--- src/rtl/ddr_scanout_prefetch_pkg.sv ---
// Shared types and constants for the framebuffer scanout prefetcher.
package ddr_scanout_pkg;

  typedef enum logic [1:0] {
    ST_IDLE  = 2'd0,
    ST_FLUSH = 2'd1,
    ST_FETCH = 2'd2,
    ST_DONE  = 2'd3
  } state_t;

  // 640x480 at 16 bpp, one word per pixel
  localparam int DEFAULT_FRAME_WORDS = 307200;

  function automatic int ptr_w(input int depth);
    return (depth > 1) ? $clog2(depth) : 1;
  endfunction

endpackage

--- src/rtl/ddr_scanout_prefetch_if.sv ---
// Read-request / read-return bus between the prefetcher (master) and the Ddr controller (slave).
interface ddr_scanout_prefetch_if #(
  parameter int DATA_WIDTH = 16,
  parameter int ADDR_WIDTH = 24
);
  logic                  rdReq;
  logic [ADDR_WIDTH-1:0] rdAddr;
  logic                  rdAck;
  logic                  rdValid;
  logic [DATA_WIDTH-1:0] readData;

  modport master (output rdReq, rdAddr, input rdAck, rdValid, readData);
  modport slave  (input rdReq, rdAddr, output rdAck, rdValid, readData);
endinterface

--- src/rtl/ddr_scanout_prefetch_pixel_fifo.sv ---
// Show-ahead pixel FIFO: head is visible combinationally, pointers move on the next edge.
module pixel_fifo
  import ddr_scanout_pkg::*;
#(
  parameter  int DATA_WIDTH = 16,
  parameter  int DEPTH      = 32,
  localparam int PW         = ptr_w(DEPTH)
) (
  input  logic                  clk133_p,
  input  logic                  rst,
  input  logic                  i_clr,
  input  logic                  i_push,
  input  logic [DATA_WIDTH-1:0] i_data,
  input  logic                  i_pop,
  output logic [DATA_WIDTH-1:0] o_data,
  output logic                  o_empty,
  output logic                  o_full,
  output logic [PW:0]           o_level
);

  logic [DATA_WIDTH-1:0] r_mem [DEPTH];
  logic [PW-1:0]         r_wr_ptr;
  logic [PW-1:0]         r_rd_ptr;
  logic [PW:0]           r_level;
  logic                  w_do_pop;
  logic                  w_do_push;

  assign o_empty = (r_level == '0);
  assign o_full  = (r_level == (PW+1)'(DEPTH));
  assign o_level = r_level;
  assign o_data  = r_mem[r_rd_ptr];

  // A pop on empty is ignored; a push on full only lands if the head leaves in the same cycle
  assign w_do_pop  = i_pop && !o_empty;
  assign w_do_push = i_push && (!o_full || w_do_pop);

  always_ff @(posedge clk133_p) begin
    if (w_do_push) begin
      r_mem[r_wr_ptr] <= i_data;
    end
  end

  always_ff @(posedge clk133_p or negedge rst) begin
    if (!rst) begin
      r_wr_ptr <= '0;
      r_rd_ptr <= '0;
      r_level  <= '0;
    end else if (i_clr) begin
      r_wr_ptr <= '0;
      r_rd_ptr <= '0;
      r_level  <= '0;
    end else begin
      if (w_do_push) r_wr_ptr <= r_wr_ptr + 1'b1;
      if (w_do_pop)  r_rd_ptr <= r_rd_ptr + 1'b1;
      r_level <= r_level + {{PW{1'b0}}, w_do_push} - {{PW{1'b0}}, w_do_pop};
    end
  end

endmodule

--- src/rtl/ddr_scanout_prefetch.sv ---
// Walks the framebuffer issuing credit-throttled burst reads and buffers the returned pixels.
module ddr_scanout_prefetch
  import ddr_scanout_pkg::*;
#(
  parameter  int DATA_WIDTH  = 16,
  parameter  int ADDR_WIDTH  = 24,
  parameter  int BURST_LEN   = 2,
  parameter  int DEPTH       = 32,
  parameter  int FRAME_WORDS = DEFAULT_FRAME_WORDS,
  localparam int LW          = ptr_w(DEPTH) + 1,
  localparam int RCW         = $clog2(FRAME_WORDS + 1)
) (
  input  logic                   clk133_p,
  input  logic                   rst,
  input  logic                   frameStart,
  input  logic [ADDR_WIDTH-1:0]  baseAddr,
  ddr_scanout_prefetch_if.master ddr,
  input  logic                   pixPop,
  output logic [DATA_WIDTH-1:0]  pixData,
  output logic                   pixValid,
  output logic [LW-1:0]          level,
  output logic                   frameDone,
  output logic                   underflow,
  output logic                   overflow
);

  state_t                r_state, w_state_next;
  logic                  r_rd_req, w_rd_req_next;
  logic [ADDR_WIDTH-1:0] r_rd_addr, w_rd_addr_next;
  logic [RCW-1:0]        r_req_count, w_req_count_next;
  logic [LW-1:0]         r_outstanding, w_outstanding_next;
  logic                  r_frame_done, w_frame_done_next;
  logic                  r_underflow;
  logic                  r_overflow;

  logic                  w_accept;
  logic                  w_beat;
  logic                  w_push;
  logic                  w_clr;
  logic                  w_empty;
  logic                  w_full;
  int                    w_used;

  assign w_accept = r_rd_req && ddr.rdAck;
  // Beats with nothing outstanding are stray and never counted or stored
  assign w_beat   = ddr.rdValid && (r_outstanding != '0);
  assign w_push   = w_beat && (r_state != ST_FLUSH);
  assign w_clr    = (r_state == ST_FLUSH) && (r_outstanding == '0);

  always_comb begin
    w_state_next       = r_state;
    w_rd_addr_next     = r_rd_addr;
    w_req_count_next   = r_req_count;
    w_frame_done_next  = r_frame_done;
    w_outstanding_next = r_outstanding
                       + (w_accept ? LW'(BURST_LEN) : LW'(0))
                       - (w_beat ? LW'(1) : LW'(0));

    if (w_accept) begin
      w_rd_addr_next   = r_rd_addr + ADDR_WIDTH'(BURST_LEN);
      w_req_count_next = r_req_count + RCW'(BURST_LEN);
    end

    case (r_state)
      ST_IDLE:  ;
      ST_FLUSH: if (r_outstanding == '0) w_state_next = ST_FETCH;
      ST_FETCH: begin
        if (w_req_count_next == RCW'(FRAME_WORDS) && w_outstanding_next == '0) begin
          w_state_next      = ST_DONE;
          w_frame_done_next = 1'b1;
        end
      end
      ST_DONE:  ;
      default:  w_state_next = ST_IDLE;
    endcase

    if (frameStart) begin
      w_state_next      = ST_FLUSH;
      w_rd_addr_next    = baseAddr;
      w_req_count_next  = '0;
      w_frame_done_next = 1'b0;
    end

    // Credit check counts beats in flight plus any burst accepted this cycle; pops are ignored
    w_used = (w_clr ? 0 : int'(level)) + int'(r_outstanding) + (w_accept ? BURST_LEN : 0);

    w_rd_req_next = 1'b0;
    if (r_rd_req && !w_accept) begin
      w_rd_req_next = 1'b1;
    end else if (w_state_next == ST_FETCH && (w_used + BURST_LEN <= DEPTH) &&
                 int'(w_req_count_next) < FRAME_WORDS) begin
      w_rd_req_next = 1'b1;
    end
    if (frameStart) w_rd_req_next = 1'b0;
  end

  always_ff @(posedge clk133_p or negedge rst) begin
    if (!rst) begin
      r_state       <= ST_IDLE;
      r_rd_req      <= 1'b0;
      r_rd_addr     <= '0;
      r_req_count   <= '0;
      r_outstanding <= '0;
      r_frame_done  <= 1'b0;
      r_underflow   <= 1'b0;
      r_overflow    <= 1'b0;
    end else begin
      r_state       <= w_state_next;
      r_rd_req      <= w_rd_req_next;
      r_rd_addr     <= w_rd_addr_next;
      r_req_count   <= w_req_count_next;
      r_outstanding <= w_outstanding_next;
      r_frame_done  <= w_frame_done_next;
      r_underflow   <= r_underflow | (pixPop & w_empty);
      r_overflow    <= r_overflow | (w_push & w_full & ~pixPop);
    end
  end

  pixel_fifo #(
    .DATA_WIDTH (DATA_WIDTH),
    .DEPTH      (DEPTH)
  ) u_fifo (
    .clk133_p (clk133_p),
    .rst      (rst),
    .i_clr    (w_clr),
    .i_push   (w_push),
    .i_data   (ddr.readData),
    .i_pop    (pixPop),
    .o_data   (pixData),
    .o_empty  (w_empty),
    .o_full   (w_full),
    .o_level  (level)
  );

  assign ddr.rdReq  = r_rd_req;
  assign ddr.rdAddr = r_rd_addr;
  assign pixValid   = !w_empty;
  assign frameDone  = r_frame_done;
  assign underflow  = r_underflow;
  assign overflow   = r_overflow;

endmodule

--- src/flat_wrapper.sv ---
// flat-port wrapper written by rule: the top's interface ports become plain ports
module ddr_scanout_prefetch_flat import ddr_scanout_pkg::*;
#(
  parameter  int DATA_WIDTH  = 16,
  parameter  int ADDR_WIDTH  = 24,
  parameter  int BURST_LEN   = 2,
  parameter  int DEPTH       = 32,
  parameter  int FRAME_WORDS = DEFAULT_FRAME_WORDS,
  localparam int LW          = ptr_w(DEPTH) + 1,
  localparam int RCW         = $clog2(FRAME_WORDS + 1)
)
  (clk133_p, rst, frameStart, baseAddr, pixPop, pixData, pixValid, level, frameDone, underflow, overflow, ddr_rdReq, ddr_rdAddr, ddr_rdAck, ddr_rdValid, ddr_readData);
  ddr_scanout_prefetch_if #(.DATA_WIDTH(DATA_WIDTH), .ADDR_WIDTH(ADDR_WIDTH)) ddr_i ();
  input  logic clk133_p;
  input  logic rst;
  input  logic frameStart;
  input  logic [ADDR_WIDTH-1:0] baseAddr;
  input  logic pixPop;
  output logic [DATA_WIDTH-1:0] pixData;
  output logic pixValid;
  output logic [LW-1:0] level;
  output logic frameDone;
  output logic underflow;
  output logic overflow;
  output wire logic [$bits(ddr_i.rdReq)-1:0] ddr_rdReq;
  output wire logic [$bits(ddr_i.rdAddr)-1:0] ddr_rdAddr;
  input wire logic [$bits(ddr_i.rdAck)-1:0] ddr_rdAck;
  input wire logic [$bits(ddr_i.rdValid)-1:0] ddr_rdValid;
  input wire logic [$bits(ddr_i.readData)-1:0] ddr_readData;
  assign ddr_rdReq = ddr_i.rdReq;
  assign ddr_rdAddr = ddr_i.rdAddr;
  assign ddr_i.rdAck = ddr_rdAck;
  assign ddr_i.rdValid = ddr_rdValid;
  assign ddr_i.readData = ddr_readData;
  ddr_scanout_prefetch #(.DATA_WIDTH(DATA_WIDTH), .ADDR_WIDTH(ADDR_WIDTH), .BURST_LEN(BURST_LEN), .DEPTH(DEPTH), .FRAME_WORDS(FRAME_WORDS)) u_core (.clk133_p(clk133_p), .rst(rst), .frameStart(frameStart), .baseAddr(baseAddr), .ddr(ddr_i), .pixPop(pixPop), .pixData(pixData), .pixValid(pixValid), .level(level), .frameDone(frameDone), .underflow(underflow), .overflow(overflow));
endmodule
--- config.mk ---
export PLATFORM = sky130hd
export DESIGN_NAME = ddr_scanout_prefetch_flat
export DESIGN_NICKNAME = d
export VERILOG_FILES = /design/src/rtl/ddr_scanout_prefetch_pkg.sv /design/src/rtl/ddr_scanout_prefetch_if.sv /design/src/rtl/ddr_scanout_prefetch_pixel_fifo.sv /design/src/rtl/ddr_scanout_prefetch.sv /design/src/flat_wrapper.sv
export SDC_FILE = /design/constraint.sdc
export NUM_CORES = 1
export LEC_CHECK = 0
export BUFFER_PORTS_ARGS = -buffer_cell sky130_fd_sc_hd__buf_2
export CORE_UTILIZATION = 63
export DETAILED_ROUTE_END_ITERATION = 10
export PLACE_DENSITY = 0.91
export RECOVER_POWER = 50
export REMOVE_ABC_BUFFERS = 1
export SETUP_SLACK_MARGIN = 0.02
export SLEW_MARGIN = 20
export SYNTH_ARGS = -nofsm -noshare
export SYNTH_HDL_FRONTEND = slang
export SYNTH_SLANG_ARGS = --single-unit
export TNS_END_PERCENT = 50
--- constraint.sdc ---
create_clock -name clk133_p -period 8 [get_ports clk133_p]
set_clock_uncertainty 0.05 [all_clocks]
set_input_delay 1.2 -clock clk133_p [delete_from_list [all_inputs] [get_ports clk133_p]]
set_output_delay 1.2 -clock clk133_p [all_outputs]
set_load 0.05 [all_outputs]
==> flow_summary.ini <==
[outcome]
status = complete, but fails checks
violations = max-capacitance violations, max-slew violations

[timing]
fmax_mhz = 187
fin_hold_ws_ns = 0.434
worstMarginPinSlew_ns = 3.77
setup_tns_ns = 0
rsz0062_at_grt = no
maxSlewHeadroom = -1.52
fin_ws_ns = 2.65
finalHoldViolations = 0
drv_slew = 177
post-route-period-util = 0.669
final.min_clock_period_ns = 5.35
setup_viol = 0

[synth]
synth-xor-area-share = 0.0196
synth_mux_area_frac = 0.161
postSynthAreaPerCell_um2 = 18.9
synth_flop_cell = edfxtp_1
synth_warnings = 0
synth_seq_cells = 582
synthSimpleGateAreaFrac = 0.0505
syn-cell-area_um2 = 24100
syn_inst = 1272
netlist-cell-type-count = 68
synth_top_family_by_area = multiplexers
synthArstFlopShare = 0.120
synth-compound-area-share = 0.0196
yosysSeqAreaShare = 0.711
synthAdderAreaFrac = 0.0233
synth-edff-count = 512

[job]
cap_viol_max_count = 3

[worst_setup_path]
critical_path.startpoint_type = flop
crit_family = multiplexers
endpoint_kind = output port
required_ns = 6.75
cp_max_fo = 85
crit_slowest_cell = dfrtp_4
crit_top_cell = mux4_2
criticalPathCategory = flop to output port
crit_buf_inv = 2
r2r-start = u_core.r_outstanding[2]
cp.arrival_ns = 4.10
crit_chain = buf_12 -> mux4_2 -> mux4_2 -> mux2_2 -> buf_2
crit_cells = 5
rrSetupSlack_ns = 3.52
worst_r2r_path_depth = 18
endpoint = pixData[15]
reg2reg_to = u_core.ddr.rdReq
cp-startpoint = u_core.u_fifo.r_rd_ptr[0]
cpPeakStageDelay_ns = 1.04

[drt]
vias = 13000
dr.pass1.iters = 5
wl_mm = 59.6
viasPerCell = 6.65
detail-route-antenna-nets = 0
first_iter_violations = 1340
drt_drc_violations_left = 0
wl_per_cell_um = 30.4

[floorplan]
pin_count = 97
dieArea_um2 = 39000
die_w_um = 198
rows = 71
dieHeight_um = 198
fp.coreArea_um2 = 37700
start_util = 0.640

[placement]
dp_hpwl_mm = 31.5
place.port_buffers = 96
placed_cell_area_um2 = 25300
routabilityCongestion = 0.831
pre_cts_ws_ns = 2.84

[layout]
fin_nets = 1489
finalInstanceArea_um2 = 27000
fillers = 2140
drive_gt1_frac = 0.284
area_delta_synth_final_pct = 12.1

[clock_network]
path_clk_slew_ns = 0.06
cts.htree.levels = 2
cts_buffer_depth = 3
cts_sinks = 582
cts_resized = 0
cts_setup_buffers = 0
clkLatencyLatePin_ns = 0.60
cts_tree = done
cts_buffers = 55
cts_root_buffer = clkbuf_16
hold_buffers = 0

[pwr]
max-vdd-ir-drop_uv = 328
p_seq_frac = 0.398
powerDensity_nw_per_um2 = 341
clockPowerShare = 0.274
power.share.combinational = 0.329
power_uw = 9210
swShare = 0.336
switching_power_uw = 3100
intPower_uw = 6110
leakagePower_uw = 0.00912

[global_route]
grt_overflow_total = 0
first_global_vias = 13500
grt_max_degree = 86
grt_pass1_wl_mm = 87.5
track_usage = 0.319
antenna_found_initial = 1

[worst_hold_path]
min_path_type = flop to flop
[worst register-to-register path: cells and delay by family, from the launching register on]
kind	cells	cell delay, ns
AO/OA/AOI/OAI	5	0.88
flip-flops	1	0.44
adder cells (fa/ha/maj)	4	1.08
buffers and inverters	3	0.90
AND/OR/NAND/NOR	6	1.07
[area by class of cell]
type                    instances  area (um^2)  share of cell area
clock buffers                  70         1450              0.0538
diodes                          1         2.50           0.0000926
repair buffers                128          714              0.0264
well taps                     511          639              0.0237
multi-input cells             592         6660               0.246
inverters                      41          154             0.00570
flip-flops and latches        582        17100               0.634
clock inverters                32          259             0.00959
[cell usage in the layout, fill, tap and decap left out, types with 29 or more instances in the layout]
cell,instances
inv_1,40
nand2_1,49
buf_2,80
mux4_2,160
clkbuf_1,32
dfrtp_1,66
xnor2_1,29
edfxtp_1,512
clkbuf_16,55
nor2_1,64
ha_1,40
[through the flow]
step / utilization / cells
2_1_floorplan: - / 1215
3_3_place_gp: 0.672 / 1853
3_5_place_dp: 0.672 / 1853
4_1_cts: 0.717 / 1955
5_1_grt: 0.717 / 1956
6_report: 0.717 / 1957
[power by group through the flow]
stage / sequential, uW / combinational, uW / clock (uW)
2_1_floorplan: 3930 / 2120 / 0
3_3_place_gp: 3760 / 2750 / 0
3_5_place_dp: 3760 / 2880 / 0
6_report: 3660 / 3030 / 2520
4_1_cts: 3710 / 2960 / 2540
5_1_grt: 3690 / 3190 / 2640
[cells in the mapped netlist (all sizes together) (3+ instances only)]
library cell | count | area share
xnor2 | 29 | 0.011
xor2 | 25 | 0.0091
nor4 | 6 | 0.0024
nand2 | 49 | 0.0076
mux2i | 5 | 0.0021
mux2 | 19 | 0.0089
buf | 19 | 0.0034
nor2b | 9 | 0.0023
nand3 | 19 | 0.0047
nand3b | 3 | 0.00093
and3 | 9 | 0.0023
or3 | 3 | 0.00099
o21bai | 3 | 0.00093
ha | 40 | 0.021
a21oi | 15 | 0.0031
a211oi | 3 | 0.0011
nor2 | 86 | 0.013
fa | 3 | 0.0025
mux4 | 160 | 0.15
inv | 40 | 0.0062
nor3 | 12 | 0.0025
o21ai | 31 | 0.0068
nand4 | 19 | 0.0056
or3b | 3 | 0.0011
or2 | 6 | 0.0016
or4 | 3 | 0.0011
edfxtp | 512 | 0.64
clkbuf | 38 | 0.0059
dfrtp | 70 | 0.073
a21o | 3 | 0.00093
[kinds of logic (layout without fill, tap and decap cells)]
| logic type | count (synthesis) | in the layout |
|---|---|---|
| AOI/OAI and AO/OA | 73 | 73 |
| xor gates and xnor gates | 54 | 54 |
| adders and majority gates | 43 | 43 |
| buffers and inverters | 98 | 271 |
| DFF | 582 | 582 |
| muxes | 184 | 184 |
| other | 0 | 1 |
| and+or+nand+nor | 238 | 238 |
[sequential cells by signal (all words and copies together), names as in the netlist, 2 cells and up]
name and cells:
u_core.u_fifo.r_wr_ptr 5, u_core.u_fifo.o_level 6, u_core.r_req_count 18, u_core.r_state 2
u_core.ddr.rdAddr 24, u_core.u_fifo.r_rd_ptr 5, u_core.r_outstanding 6, u_core.u_fifo.r_mem 512
[worst min-delay path by stage]
stage	cells after the start	startpoint	end	slack (ns)
floorplan	2	u_core.r_state[0]	u_core.r_state[0]	0.45
global placement	1	u_core.overflow	u_core.overflow	0.40
detailed placement	1	u_core.underflow	u_core.underflow	0.41
CTS	1	u_core.underflow	u_core.underflow	0.43
global route	1	u_core.underflow	u_core.underflow	0.44
finish	1	u_core.underflow	u_core.underflow	0.43
[routing by layer]
layer,track usage,part of all wire
met1,0.388,0.34
met2,0.551,0.52
met3,0.0664,0.087
met4,0.146,0.050
met5,0,0
No activity file was read; power rests on OpenSTA's default activity.
